### config.mk
export PLATFORM = sky130hd
export DESIGN_NAME = stepper_phase_decoder
export DESIGN_NICKNAME = d
export VERILOG_FILES = /design/src/rtl/stepper_phase_decoder.sv
export SDC_FILE = /design/constraint.sdc
export NUM_CORES = 1
export LEC_CHECK = 0
export BUFFER_PORTS_ARGS = -buffer_cell sky130_fd_sc_hd__buf_4
export CORE_MARGIN = 5
export CORE_UTILIZATION = 44
export CTS_BUF_LIST = sky130_fd_sc_hd__clkbuf_2
export CTS_CLUSTER_SIZE = 12
export DETAILED_ROUTE_END_ITERATION = 6
export GPL_ROUTABILITY_DRIVEN = 0
export GPL_TIMING_DRIVEN = 0
export PLACE_DENSITY_LB_ADDON = 0.1
export SLEW_MARGIN = 20
export SYNTH_ARGS = -nofsm -noshare
export SYNTH_HDL_FRONTEND = slang
export SYNTH_SLANG_ARGS = --single-unit
### constraint.sdc
create_clock -name clk -period 9.75 [get_ports clk]
set_input_delay 1.95 -clock clk [delete_from_list [all_inputs] [get_ports clk]]
set_output_delay 1.95 -clock clk [all_outputs]
set_load 0.02 [all_outputs]
### src/rtl/stepper_phase_decoder.sv
// stepper_phase_decoder: decodes a full-step coil pattern into step events, direction and position
// Ports: clk/rst (async active-high) | coil_in raw {A,B,C,D} | clear zeroes position and sticky errors
//        step_pulse/step_dir step event | position signed count | locked/coil_idle phase status
//        err_skip/err_illegal sticky errors | active step seen within last IDLE_CYCLES
module stepper_phase_decoder #(
  parameter int POS_WIDTH     = 16,
  parameter int FILTER_CYCLES = 4,
  parameter int IDLE_CYCLES   = 1000000
) (
  input  logic                 clk,
  input  logic                 rst,
  input  logic [3:0]           coil_in,
  input  logic                 clear,
  output logic                 step_pulse,
  output logic                 step_dir,
  output logic [POS_WIDTH-1:0] position,
  output logic                 locked,
  output logic                 coil_idle,
  output logic                 err_skip,
  output logic                 err_illegal,
  output logic                 active
);
  localparam int CW = $clog2(FILTER_CYCLES + 1);
  localparam int IW = $clog2(IDLE_CYCLES + 1);
  localparam logic [CW-1:0] F_LAST = CW'(FILTER_CYCLES - 1);
  localparam logic [CW-1:0] F_DONE = CW'(FILTER_CYCLES);
  localparam logic [IW-1:0] I_MAX  = IW'(IDLE_CYCLES);
  typedef enum logic {UNLOCKED, LOCKED} state_t;
  state_t               state_q, state_d;
  logic [3:0]           s1_q, s2_q, cand_q;
  logic [CW-1:0]        cnt_q;
  logic                 accept, legal;
  logic [1:0]           idx_q, idx_d, new_idx, delta;
  logic                 step_q, step_d, dir_q, dir_d, cidle_q, cidle_d;
  logic                 skip_q, skip_d, ill_q, ill_d, new_skip, new_ill;
  logic [POS_WIDTH-1:0] pos_q, pos_d;
  logic [IW-1:0]        idle_q;
  logic                 stepped_q;
  // The counter parks at FILTER_CYCLES once a run is accepted, so a long stable run strobes once.
  assign accept  = (s2_q == cand_q) && (cnt_q == F_LAST);
  assign legal   = cand_q inside {4'b1100, 4'b0110, 4'b0011, 4'b1001};
  assign new_idx = cand_q == 4'b0110 ? 2'd1 : cand_q == 4'b0011 ? 2'd2 : cand_q == 4'b1001 ? 2'd3 : 2'd0;
  assign delta   = new_idx - idx_q;
  always_comb begin
    state_d  = state_q;
    idx_d    = idx_q;
    step_d   = 1'b0;
    dir_d    = dir_q;
    pos_d    = pos_q;
    cidle_d  = cidle_q;
    new_skip = 1'b0;
    new_ill  = 1'b0;
    if (accept) begin
      cidle_d = cand_q == 4'b0000;
      if (cand_q == 4'b0000) begin
        idx_d = idx_q;
      end else if (!legal) begin
        new_ill = 1'b1;
        state_d = UNLOCKED;
      end else if (state_q == UNLOCKED) begin
        state_d = LOCKED;
        idx_d   = new_idx;
      end else if (delta == 2'd2) begin
        new_skip = 1'b1;
        idx_d    = new_idx;
      end else if (delta != 2'd0) begin
        step_d = 1'b1;
        dir_d  = delta == 2'd1;
        idx_d  = new_idx;
        pos_d  = delta == 2'd1 ? pos_q + 1'b1 : pos_q - 1'b1;
      end
    end
    if (clear) pos_d = '0;
    skip_d = new_skip | (skip_q & ~clear);
    ill_d  = new_ill | (ill_q & ~clear);
  end
  always_ff @(posedge clk or posedge rst) begin
    if (rst) begin
      s1_q      <= '0;
      s2_q      <= '0;
      cand_q    <= '0;
      cnt_q     <= '0;
      state_q   <= UNLOCKED;
      idx_q     <= '0;
      step_q    <= 1'b0;
      dir_q     <= 1'b0;
      pos_q     <= '0;
      cidle_q   <= 1'b0;
      skip_q    <= 1'b0;
      ill_q     <= 1'b0;
      idle_q    <= '0;
      stepped_q <= 1'b0;
    end else begin
      s1_q <= coil_in;
      s2_q <= s1_q;
      if (s2_q != cand_q) begin
        cand_q <= s2_q;
        cnt_q  <= '0;
      end else if (cnt_q != F_DONE) begin
        cnt_q <= cnt_q + 1'b1;
      end
      state_q   <= state_d;
      idx_q     <= idx_d;
      step_q    <= step_d;
      dir_q     <= dir_d;
      pos_q     <= pos_d;
      cidle_q   <= cidle_d;
      skip_q    <= skip_d;
      ill_q     <= ill_d;
      idle_q    <= step_d ? '0 : (idle_q != I_MAX ? idle_q + 1'b1 : idle_q);
      stepped_q <= stepped_q | step_d;
    end
  end
  assign step_pulse  = step_q;
  assign step_dir    = dir_q;
  assign position    = pos_q;
  assign locked      = state_q == LOCKED;
  assign coil_idle   = cidle_q;
  assign err_skip    = skip_q;
  assign err_illegal = ill_q;
  assign active      = stepped_q && (idle_q < I_MAX);
endmodule

# After elaboration in Yosys (flattened, before gate mapping)
# Index checks and enable logic that the tools add are counted.
# Widths: inputs -> output; s select.
word_totals:
  input_bits: 7
  output_inout_bits: 23
  reg_bits: 60
op_classes:
  muxes: 33
  n_eq_ne: 14
  n_bitwise: 8
  addsub: 5
  order_cmp: 1
  n_reduce_logical: 15
ops:
  columns: ["cell", "n"]
  rows:
  - ["$mux 16", 8]
  - ["$mux 20", 2]
  - ["$add 20x1->20 const B", 1]
  - ["$lt 20x20->1 const B", 1]
  - ["$ne 20x20->1 const B", 1]
  - ["$add 16x1->16 const B", 1]
  - ["$sub 16x1->16 const B", 1]
  - ["$mux 1", 15]
  - ["$reduce_bool 2->1", 7]
  - ["$mux 2", 6]
  - ["$reduce_and 6->1", 2]
  - ["$eq 4x4->1 const B", 2]
  - ["$mux 3", 2]
  - ["$eq 4x2->1 const B", 1]
  - ["$eq 4x3->1 const B", 1]
  - ["$eq 4x4->1", 1]
  - ["$logic_not 4->1", 1]
  - ["$ne 2x2->1 const B", 2]
  - ["$ne 4x4->1", 1]
  - ["$reduce_and 4->1", 1]
  - ["$reduce_bool 4->1", 1]
  - ["$add 3x1->3 const B", 1]
  - ["$eq 3x2->1 const B", 1]
  - ["$ne 3x1->1 const B", 1]
  - ["other kinds (9)", 15]

# Logic depth before layout (Yosys ltp)
# Gate-level depths: netlist of the first run.
logic_depth:
  word_depth: 14
  depth_mapped: 16
  ltp_nobuf: 14

# Worst setup path after synthesis of the first run
# Ideal clock, no wire load.
synth_path:
  path_kind: "reg-to-reg"
  startpoint: "reg cand_q[3]"
  endpoint: "reg pos_q[13] (netlist: position[13])"
  stages_incl_launch_ff: 16
  path_slack_ps: 5961
  period_less_slack_ps: 3789
  arrival_ps: 3667
  cell_sequence: "dfrtp_1 -> buf_2 -> nor3_1 -> a31oi_1 -> ha_1 -> xnor2_1 -> nor4_1 -> nor2_1 -> ha_1 -> clkbuf_1 -> nand2_1 -> o21ai_0 -> nor2_1 -> o41ai_1 -> mux2i_1 -> o221a_2"
synth_via:
  elab_chain_len: 14
  word_cells_on_any_way: 29
  cone_classes: "add/sub: 1; eq/ne: 9; mux: 11; reduce/logical: 8"
synth_rtl:
  columns: ["element", "line_no", "text"]
  rows:
  - ["start: declaration", "30", "logic [3:0] s1_q, s2_q, cand_q;"]
  - ["start signal: assignment", "97", "cand_q <= s2_q;"]
  - ["$eq 4x4->1", "41, 42", null]
  - ["$mux 2 (3 in series)", "42", "assign new_idx = cand_q == 4'b0110 ? 2'd1 : cand_q == 4'b0011 ? 2'd2 : cand_q == 4'b1001 ? 2'd3 : 2'd0;"]
  - ["$sub 2x2->2", "43", "assign delta = new_idx - idx_q;"]
  - ["$eq 2x1->1", "70", "pos_d = delta == 2'd1 ? pos_q + 1'b1 : pos_q - 1'b1;"]
  - ["$mux 16", "70", null]
  - ["$mux 16", "66", "end else if (delta != 2'd0) begin"]
  - ["$mux 16", "63", "end else if (delta == 2'd2) begin"]
  - ["$mux 16", "60", "end else if (state_q == UNLOCKED) begin"]
  - ["$mux 16", "57", "end else if (!legal) begin"]
  - ["$mux 16", "55", "if (cand_q == 4'b0000) begin"]
  - ["$mux 16", "53", "if (accept) begin"]
  - ["$mux 16", "73", "if (clear) pos_d = '0;"]
  - ["end signal: assignment", "106", "pos_q <= pos_d;"]
  - ["end: declaration", "36", "logic [POS_WIDTH-1:0] pos_q, pos_d;"]
# Several ways; a longest one is shown, not always the timed one. The select of a mux whose other input is x is not followed.
# A chain may end at the register's enable or synchronous reset.

# Final worst setup path of the first run
# Same ends and word-level chain as after synthesis.

==> results.sh, run 1 <==
export IMPL_diodes=0
export IMPL_register_area_sq_um=1500
export IMPL_yosysTopAreaCell="dfrtp_1"
export IMPL_die_w_microns=99.4
export IMPL_coreArea_sq_um=7770
export IMPL_end_kind="flop"
export IMPL_fin_setup_tns_ns=0
export IMPL_crit_path_frequent_cell="ha_1"
export IMPL_ys_seq_elements=60
export IMPL_clockBufferDepth=2
export IMPL_ys_flop_type="dfrtp_1"
export IMPL_synth_compound_area_share_pct=12.6
export IMPL_crit_fanout=14
export IMPL_first_global_vias=2783
export IMPL_grt_pass1_wl_microns=12700
export IMPL_worstSetupPathType="flop to flop"
export IMPL_holdBufCountCts=0
export IMPL_power_density_nw_per_um2=114
export IMPL_fmax_mhz=245
export IMPL_cts_tree="built"
export IMPL_synthSimpleGateAreaFrac_pct=21.7
export IMPL_post_layout_nonfiller_instances=524
export IMPL_p_leak_nw=1.94
export IMPL_grt_antenna_before_repair=0
export IMPL_rows=32
export IMPL_totalPowerFinal_mw=0.456
export IMPL_fin_crit_sh_pct=41.9
export IMPL_wl_microns=7320
export IMPL_cts_resized=0
export IMPL_final_hold_violation_count=0
export IMPL_ys_warn_count=0
export IMPL_htreeDepth=3
export IMPL_setup_viol=0
export IMPL_yosys_area_share_adder_pct=8.40
export IMPL_syn_avg_cell_area_sq_um=9.35
export IMPL_post_drt_wl_per_cell_microns=14.0
export IMPL_syn_area_sq_um=3520
export IMPL_ys_top_cells_by_area="dfrtp_1 (43%), ha_1 (7.8%), nand2_1 (5.0%), xor2_1 (4.7%), a21oi_1 (4.1%)"
export IMPL_crit_chain="buf_2, nor3_1, a31oi_1, ha_1, nor4_1, nor2_2, buf_8, ha_1, clkbuf_1, nand2_1, o21ai_0, nor2_1, o41ai_1, mux2i_1, o221a_2"
export IMPL_postRouteAntennaNets=0
export IMPL_cts_setup_buffers=0
export IMPL_r2r_setup_slack_ns=5.67
export IMPL_clock_sinks=60
export IMPL_tightest_slew_ns=0.697
export IMPL_die_y_microns=99.4
export IMPL_clk_insertion_delay_late_ns=0.51
export IMPL_syn_num_nets=406
export IMPL_muxShareOfSynthArea_pct=1.74
export IMPL_status="completed"
export IMPL_cts_buffers=9
export IMPL_finClkSkew_ns=0.0519
export IMPL_synth_xor_area_share_pct=9.36
export IMPL_crit_end="position[13]"
export IMPL_rsz0062_at_grt="false"
export IMPL_die_area_sq_um=9880
export IMPL_synth_most_common_cell="dfrtp_1"
export IMPL_track_usage_pct=15.8
export IMPL_yosys_top_cells_count="dfrtp_1 (60), nand2_1 (47), nor2_1 (36), a21oi_1 (29), ha_1 (22)"
export IMPL_drt_iter0_drc=77
export IMPL_nets=447
export IMPL_startpoint="cand_q[3]"
export IMPL_synthDistinctLibCells=52
export IMPL_reg2reg_depth=15
export IMPL_synthCells=376
export IMPL_drc=0
export IMPL_critPathArrivalTime_ns=4.54
export IMPL_rr_startpoint="cand_q[3]"
export IMPL_drt_pass1_iterations=4
export IMPL_multi_input_comb_area_sq_um=1890
export IMPL_fillers=769
export IMPL_cp_slowest_stage_delay_ns=0.45
export IMPL_route_vias_total=2791
export IMPL_dp_cells=508
export IMPL_portBuffers=28
export IMPL_pin_count=30
export IMPL_slew_headroom_pct=53.2
export IMPL_viasPerCell=5.33
export IMPL_start_util_pct=45.3
export IMPL_grt_overflow_total=0
export IMPL_synth_edff_count=0
export IMPL_cts_clk_slew_worst_paths_ns=0.20
export IMPL_drv_cap=0
export IMPL_drive_gt1_share_pct=15.9
export IMPL_period_needed_ns=4.08
export IMPL_required_ns=10.20
export IMPL_hold_class="flop to flop"
export IMPL_ir_worst_vdd_v=0.000126
export IMPL_grt_max_degree=41
export IMPL_start_kind="flop"
export IMPL_yosysTopAreaCellShare_pct=42.7
export IMPL_final_max_slew_violation_count=0
export IMPL_synth_top_family_by_area="simple AND/OR/NAND/NOR gates"
export IMPL_ys_async_sr_fraction_pct=100
export IMPL_cpMaxStageDelayCell="nor4_1"
export IMPL_yosysSeqAreaShare_pct=42.7
export IMPL_clockRootBuffer="clkbuf_2"
export IMPL_syn_to_final_growth_pct=14.1
export IMPL_reg2reg_to="position[13]"
export IMPL_dpl_hpwl_microns=5190
worst min-delay path by stage:
stage,startpoint,end,slack (ns),depth (start not counted)
finish,s1_q[3],s2_q[3],0.37,0
global route,s1_q[3],s2_q[3],0.39,0
CTS,s1_q[3],s2_q[3],0.38,0
detailed placement,s1_q[3],s2_q[3],0.33,0
global placement,s1_q[0],s2_q[0],0.33,0
floorplan,s1_q[0],s2_q[0],0.33,0
worst max-delay path: cells and delay by family, from the launching register on:
| kind | cells | cell delay [ns] |
|---|---|---|
| and+or+nand+nor | 5 | 1.07 |
| DFF | 1 | 0.39 |
| muxes | 1 | 0.25 |
| buffers and inverters | 3 | 0.64 |
| AOI/OAI and AO/OA | 4 | 1.07 |
| adders and majority gates | 2 | 0.62 |
metal layers:
metal | part of all wire (%) | track usage, %
met5 | 0 | 0
met2 | 46 | 25.4
met1 | 48 | 20.5
met3 | 3.6 | 3.30
met4 | 2.0 | 7.04
logic make-up (layout without fill, tap and decap cells):
kind of cell,count (synthesis),after routing
and+or+nand+nor,153,153
buffers and inverters,30,76
adders and majority gates,23,23
xor gates and xnor gates,35,35
DFF,60,60
AOI/OAI and AO/OA,69,69
muxes,6,6
layout make-up:
class	instances	area share (%)
multi-input combinational	286	47.2
tap	102	3.18
buffer	17	1.87
inverter	13	1.28
timing repair buffer	30	6.11
sequential	60	37.4
clock buffer	9	1.12
clock inverter	7	1.84
placed cells by master (no fill, tap or decap), types with 3 or more instances in the layout:
| cell | count |
|---|---|
| nor3_1 | 8 |
| nor2_1 | 35 |
| xnor2_2 | 3 |
| and2_1 | 4 |
| and3_1 | 8 |
| nand3_1 | 16 |
| nand2_1 | 47 |
| a21oi_1 | 29 |
| a31oi_1 | 5 |
| or2_2 | 3 |
| xor2_1 | 19 |
| nand4_1 | 8 |
| clkbuf_2 | 9 |
| xnor2_1 | 13 |
| dfrtp_1 | 60 |
| clkbuf_1 | 10 |
| buf_2 | 6 |
| a21o_1 | 7 |
| inv_1 | 11 |
| mux2i_1 | 5 |
| o21ai_0 | 10 |
| buf_4 | 29 |
| nor4_1 | 5 |
| ha_1 | 22 |
metrics by stage:
step / hold WS, ns / utilization [%] / worst slack [ns] / area (sq um)
final: 0.373 / 51.7 / 5.67 / 4010
after global placement: 0.333 / 49.6 / 5.13 / 3850
after detailed placement: 0.335 / 50.1 / 5.70 / 3890
after global routing: 0.391 / 51.7 / 5.32 / 4010
after CTS: 0.377 / 51.7 / 5.64 / 4010
after floorplan: 0.331 / - / 5.96 / 3520
registers in the layout (all words and copies together), names as in the netlist:
name and cells:
stepped_q 1, err_illegal 1, position 16, step_dir 1, step_pulse 1, s2_q 4, locked 1, s1_q 4
err_skip 1, idle_q 20, idx_q 2, cand_q 4, coil_idle 1, cnt_q 3
power by group:
part	total, mW	switching, mW	internal [mW]
sequential	0.254	0.00214	0.252
clock	0.166	0.105	0.0608
combinational	0.0369	0.0234	0.0134
total	0.456	0.130	0.326
No activity file was read; power rests on OpenSTA's default activity.
==> inputs of run 2 (changes only) <==
clock period = 3.6 ns   (was 9.75 ns; I/O delays follow)
==> run 2 against run 1 <==
  * Sequential share of layout area fell by 1.9 points
  * Critical path depth rose by 3
  * Cell count rose by 1.1%
  * Via count rose by 3.0%
  * Setup slack got worse by 5.5 ns
  * Die area did not move
  * Utilization rose by 2.7 points
  * Total power rose to 2.6 times the previous value
  * Largest cell class unchanged
  * Largest power group unchanged
==> results.sh, run 2 (same netlist as run 1, synthesis figures left out) <==
export IMPL_status="completed"
export IMPL_die_w_microns=99.4
export IMPL_grt_max_degree=41
export IMPL_slew_headroom_pct=61.5
export IMPL_rsz0062_at_grt="true"
export IMPL_drt_iter0_drc=139
export IMPL_coreArea_sq_um=7770
export IMPL_post_dp_cell_area_sq_um=3880
export IMPL_hold_class="input pin to asynchronous set/reset pin"
export IMPL_fillers=734
export IMPL_die_y_microns=99.4
export IMPL_required_ns=4.02
export IMPL_holdBufCountCts=0
export IMPL_critPathArrivalTime_ns=3.85
export IMPL_first_global_vias=2794
export IMPL_pin_count=30
export IMPL_fin_crit_sh_pct=95.1
export IMPL_largest_reg_flops=20
export IMPL_fmax_mhz=292
export IMPL_tightest_slew_ns=0.573
export IMPL_post_drt_wl_per_cell_microns=14.5
export IMPL_postRouteAntennaNets=0
export IMPL_die_area_sq_um=9880
export IMPL_mostFrequentLayoutCells="dfrtp_1 (60), nand2_1 (45), buf_4 (36), nor2_1 (35), a21oi_1 (25)"
export IMPL_portBuffers=28
export IMPL_hold_slack_ns=0.164
export IMPL_drt_pass1_iterations=4
export IMPL_p_leak_nw=1.97
export IMPL_power_density_nw_per_um2=286
export IMPL_track_usage_pct=16.0
export IMPL_rows=32
export IMPL_nets=454
export IMPL_end_kind="flop"
export IMPL_diodes=0
export IMPL_grt_pass1_wl_microns=13000
export IMPL_viasPerCell=5.42
export IMPL_drive_gt1_share_pct=23.4
export IMPL_syn_to_final_growth_pct=20.1
export IMPL_period_needed_ns=3.43
export IMPL_r2r_setup_slack_ns=0.17
export IMPL_worstSetupPathType="flop to flop"
export IMPL_ir_worst_vdd_v=0.000219
export IMPL_cts_buffers=9
export IMPL_route_vias_total=2874
export IMPL_mostFrequentLayoutCell="dfrtp_1"
export IMPL_finClkSkew_ns=0.0205
export IMPL_grt_overflow_total=0
export IMPL_clockRootBuffer="clkbuf_2"
export IMPL_drc=0
export IMPL_crit_fanout=7
export IMPL_start_kind="flop"
export IMPL_grt_antenna_before_repair=0
export IMPL_final_max_slew_violation_count=0
export IMPL_setup_viol=0
export IMPL_wl_microns=7670
export IMPL_dpl_hpwl_microns=5140
export IMPL_start_util_pct=45.3
export IMPL_cts_clk_slew_worst_paths_ns=0.17
export IMPL_clock_sinks=60
export IMPL_htreeDepth=3
export IMPL_cts_tree="built"
export IMPL_clockBufferDepth=2
export IMPL_clk_insertion_delay_late_ns=0.47
export IMPL_stdcell_area_sq_um=4220
export IMPL_drv_cap=0
export IMPL_final_hold_violation_count=0
export IMPL_regMostFlops="idle_q"
-- run 2: worst paths after layout --
check	start	endpoint	depth (start not counted)
worst max-delay path	cand_q[1]	position[15]	18
worst min-delay path	rst	s1_q[1]	2
worst max register to register	cand_q[1]	position[15]	18
worst min register to register	s1_q[0]	s2_q[0]	0
max in group asynchronous	rst	idle_q[17]	3
min in group clk	coil_in[1]	s1_q[1]	1
-- run 2: critical path, cell delays in order, from the launching register on --
cell     delay, ns
dfrtp_1       0.40
buf_4         0.16
nand2_1       0.06
nor3_1        0.04
a31oi_1       0.24
ha_2          0.28
xnor2_4       0.15
nor4_4        0.06
buf_4         0.18
buf_4         0.14
nor2_4        0.27
buf_6         0.16
ha_1          0.25
a21oi_1       0.20
o21ai_0       0.17
nor4_1        0.30
nor2_1        0.10
a21o_1        0.17
nand3_1       0.08
-- run 2: area by class of cell --
| cell class | instances | area (sq um) | area share (%) |
|---|---|---|---|
| Clock inverter | 5 | 53.8 | 1.27 |
| Sequential cell | 60 | 1500 | 35.6 |
| Multi-Input combinational cell | 288 | 2080 | 49.2 |
| Tap cell | 102 | 128 | 3.02 |
| Timing Repair Buffer | 37 | 294 | 6.97 |
| Inverter | 13 | 51.3 | 1.22 |
| Buffer | 15 | 67.6 | 1.60 |
| Clock buffer | 10 | 50.0 | 1.19 |
-- run 2: through the flow --
stage	setup TNS [ns]	std cells	util [%]	setup slack, ns	power, mW
after detailed placement	-2.20	507	49.9	-0.518	0.799
final	0	530	54.3	0.175	1.21
after global routing	-0.261	530	54.3	-0.0885	1.27
after floorplan	0	376	-	0.0760	0.773
after global placement	-1.82	506	49.6	-0.515	0.794
after CTS	0	522	52.0	0.00325	1.22
-- run 2: layer usage --
| layer | vias to the layer above | track usage, % | share of wire (%) |
|---|---|---|---|
| met1 | 1380 | 20.6 | 45 |
| met2 | 54 | 26.3 | 49 |
| met5 | - | 0 | 0 |
| met3 | 13 | 2.66 | 4.4 |
| li1 | 1427 | - | - |
| met4 | 0 | 7.04 | 1.7 |
-- run 2: power by group --
part           internal, mW  switching [mW]
logic                0.0429          0.0715
clock network         0.156           0.248
registers             0.682         0.00567
total                 0.881           0.325
-- run 2: what timing repair did --
item                       in CTS  in global routing
resized for setup               9                 27
pin swaps                       2                  7
setup buffers                   0                  8
cloned                          1                  1
setup endpoints to repair      10                  5
==> inputs of run 3 (changes only) <==
--- a/config.mk
+++ b/config.mk
@@ -9,3 +9,3 @@
 export CORE_MARGIN = 5
-export CORE_UTILIZATION = 44
+export CORE_UTILIZATION = 50
 export CTS_BUF_LIST = sky130_fd_sc_hd__clkbuf_2
==> constraint.sdc (replaced) <==
create_clock -name clk -period 3.6 [get_ports clk]
set_input_delay 0.36 -clock clk [delete_from_list [all_inputs] [get_ports clk]]
set_output_delay 0.36 -clock clk [all_outputs]
set_load 0.02 [all_outputs]
==> run 3 against run 2 <==
  * Setup slack worse by 0.11 ns
  * Non-clock buffer count is 4 higher
  * Critical path depth is 2 lower
  * Count of clock-buffer cells in the layout is 1 lower
  * Final area is 1.7% higher
  * Hold slack better by 0.15 ns
  * Flip-flop and latch count stayed put
  * First-iteration DRC count is 24% lower
  * Clock power is 26% higher
  * Total power is 9.5% higher
  * Global-route usage is 1.7 points higher
  * Critical endpoint is now position[12]
  * Highest routed layer unchanged
==> results.sh, run 3 (same netlist as run 1, synthesis figures left out) <==
export IMPL_start_kind="flop"
export IMPL_required_ns=4.03
export IMPL_fillers=594
export IMPL_portBuffers=28
export IMPL_clock_sinks=60
export IMPL_hold_class="input pin to asynchronous set/reset pin"
export IMPL_fin_crit_sh_pct=98.1
export IMPL_clockBufferDepth=2
export IMPL_post_dp_cell_area_sq_um=3880
export IMPL_cts_buffers=9
export IMPL_clockRootBuffer="clkbuf_2"
export IMPL_dpl_hpwl_microns=5020
export IMPL_crit_path_frequent_cell="ha_1"
export IMPL_period_needed_ns=3.53
export IMPL_nets=457
export IMPL_final_util_pct=62.9
export IMPL_status="completed"
export IMPL_start_util_pct=51.5
export IMPL_largest_reg_flops=20
export IMPL_cts_tree="built"
export IMPL_path_buf_inv=3
export IMPL_fmax_mhz=283
export IMPL_cpMaxStageDelayCell="dfrtp_1"
export IMPL_rsz0062_at_grt="true"
export IMPL_diodes=0
export IMPL_mostFrequentLayoutCell="dfrtp_1"
export IMPL_die_area_sq_um=8810
export IMPL_path_delay_family="compound AO/OA/AOI/OAI gates"
export IMPL_dp_cells=501
export IMPL_p_leak_nw=2.03
export IMPL_worstSetupPathType="flop to flop"
export IMPL_drc=0
export IMPL_coreArea_sq_um=6830
export IMPL_crit_fanout=11
export IMPL_multi_input_comb_area_sq_um=2040
export IMPL_grt_overflow_total=0
export IMPL_tightest_slew_ns=0.699
export IMPL_regMostFlops="idle_q"
export IMPL_mostFrequentLayoutCells="dfrtp_1 (60), nand2_1 (47), nor2_1 (35), buf_4 (34), a21oi_1 (25)"
export IMPL_post_layout_nonfiller_instances=528
export IMPL_cts_clk_slew_worst_paths_ns=0.21
export IMPL_crit_chain="buf_2, nor3_1, a31oi_1, ha_1, xnor2_2, o211a_4, nor2_4, buf_12, ha_1, a21oi_2, a2111oi_2, nand3b_1, buf_4, o41ai_4, nand4_1, o221ai_2"
export IMPL_die_w_microns=93.9
export IMPL_viasPerCell=5.45
export IMPL_cp_slowest_stage_delay_ns=0.40
export IMPL_power_density_nw_per_um2=307
export IMPL_wl_microns=7490
export IMPL_htreeDepth=3
export IMPL_finClkSkew_ns=0.0355
export IMPL_post_drt_wl_per_cell_microns=14.2
export IMPL_critPathArrivalTime_ns=3.96
export IMPL_grt_max_degree=47
export IMPL_slew_headroom_pct=53.0
export IMPL_route_vias_total=2876
export IMPL_rows=30
export IMPL_setup_viol=0
export IMPL_grt_pass1_wl_microns=12500
export IMPL_grt_antenna_before_repair=0
export IMPL_hold_slack_ns=0.312
export IMPL_final_hold_violation_count=0
export IMPL_postRouteAntennaNets=0
export IMPL_drt_iter0_drc=105
export IMPL_stdcell_area_sq_um=4290
export IMPL_drt_pass1_iterations=5
export IMPL_drv_cap=0
export IMPL_syn_to_final_growth_pct=22.1
export IMPL_register_area_sq_um=1500
export IMPL_end_kind="flop"
export IMPL_pin_count=30
export IMPL_track_usage_pct=17.7
export IMPL_ir_worst_vdd_v=0.000217
export IMPL_drive_gt1_share_pct=21.5
export IMPL_die_y_microns=93.9
export IMPL_first_global_vias=2715
export IMPL_final_max_slew_violation_count=0
export IMPL_totalPowerFinal_mw=1.32
export IMPL_clk_insertion_delay_late_ns=0.49
-- run 3: per-stage QoR --
step           setup slack (ns)  TNS (ns)
2_1_floorplan            0.0760         0
6_report                 0.0697         0
5_1_grt                  -0.128    -0.316
4_1_cts                  0.0169         0
3_5_place_dp             -0.577     -2.29
3_3_place_gp             -0.547     -1.83
-- run 3: layout make-up --
class	count	area share, %
multi-input cells	287	47.6
clock inverters	7	2.30
flip-flops and latches	60	35.0
plain buffers	15	1.57
well taps	96	2.80
clock buffers	9	1.05
inverters	13	1.19
repair buffers	41	8.51
-- run 3: path summary, 6_finish.rpt --
path | slack [ns] | cells after the start | from | end
max in group asynchronous | 2.78 | 4 | rst | step_dir
min in group clk | 0.33 | 2 | clear | position[2]
setup reg to reg | 0.07 | 16 | cand_q[3] | position[12]
hold reg to reg | 0.37 | 0 | s1_q[3] | s2_q[3]
setup / recovery | 0.07 | 16 | cand_q[3] | position[12]
hold / removal | 0.31 | 3 | rst | idle_q[16]
-- run 3: power by group --
part,internal [mW],leakage [nW],total [mW],switching (mW)
registers,0.682,0.796,0.688,0.00557
logic,0.0486,1.15,0.121,0.0723
clock network,0.233,0.0825,0.511,0.278
-- run 3: per-layer routing --
metal	up-vias	track usage [%]	wire, microns
li1	1436	-	-
met1	1383	22.9	3450
met2	46	29.2	3660
met3	11	4.25	262
met4	0	5.42	112
met5	-	0	0
-- run 3: timing repair --
item,in CTS,in global routing
buffers inserted,1,6
gates cloned,1,0
endpoints found under the setup margin,10,5
resized for setup,7,19
hold endpoints to repair,18,0
pin swaps,3,6
hold buffers,5,0
-- run 3: worst register-to-register path: stages, from the launching register on --
cell	delay [ns]
dfrtp_1	0.40
buf_2	0.16
nor3_1	0.19
a31oi_1	0.08
ha_1	0.25
xnor2_2	0.31
o211a_4	0.27
nor2_4	0.06
buf_12	0.16
ha_1	0.34
a21oi_2	0.23
a2111oi_2	0.10
nand3b_1	0.26
buf_4	0.20
o41ai_4	0.25
nand4_1	0.15
o221ai_2	0.08
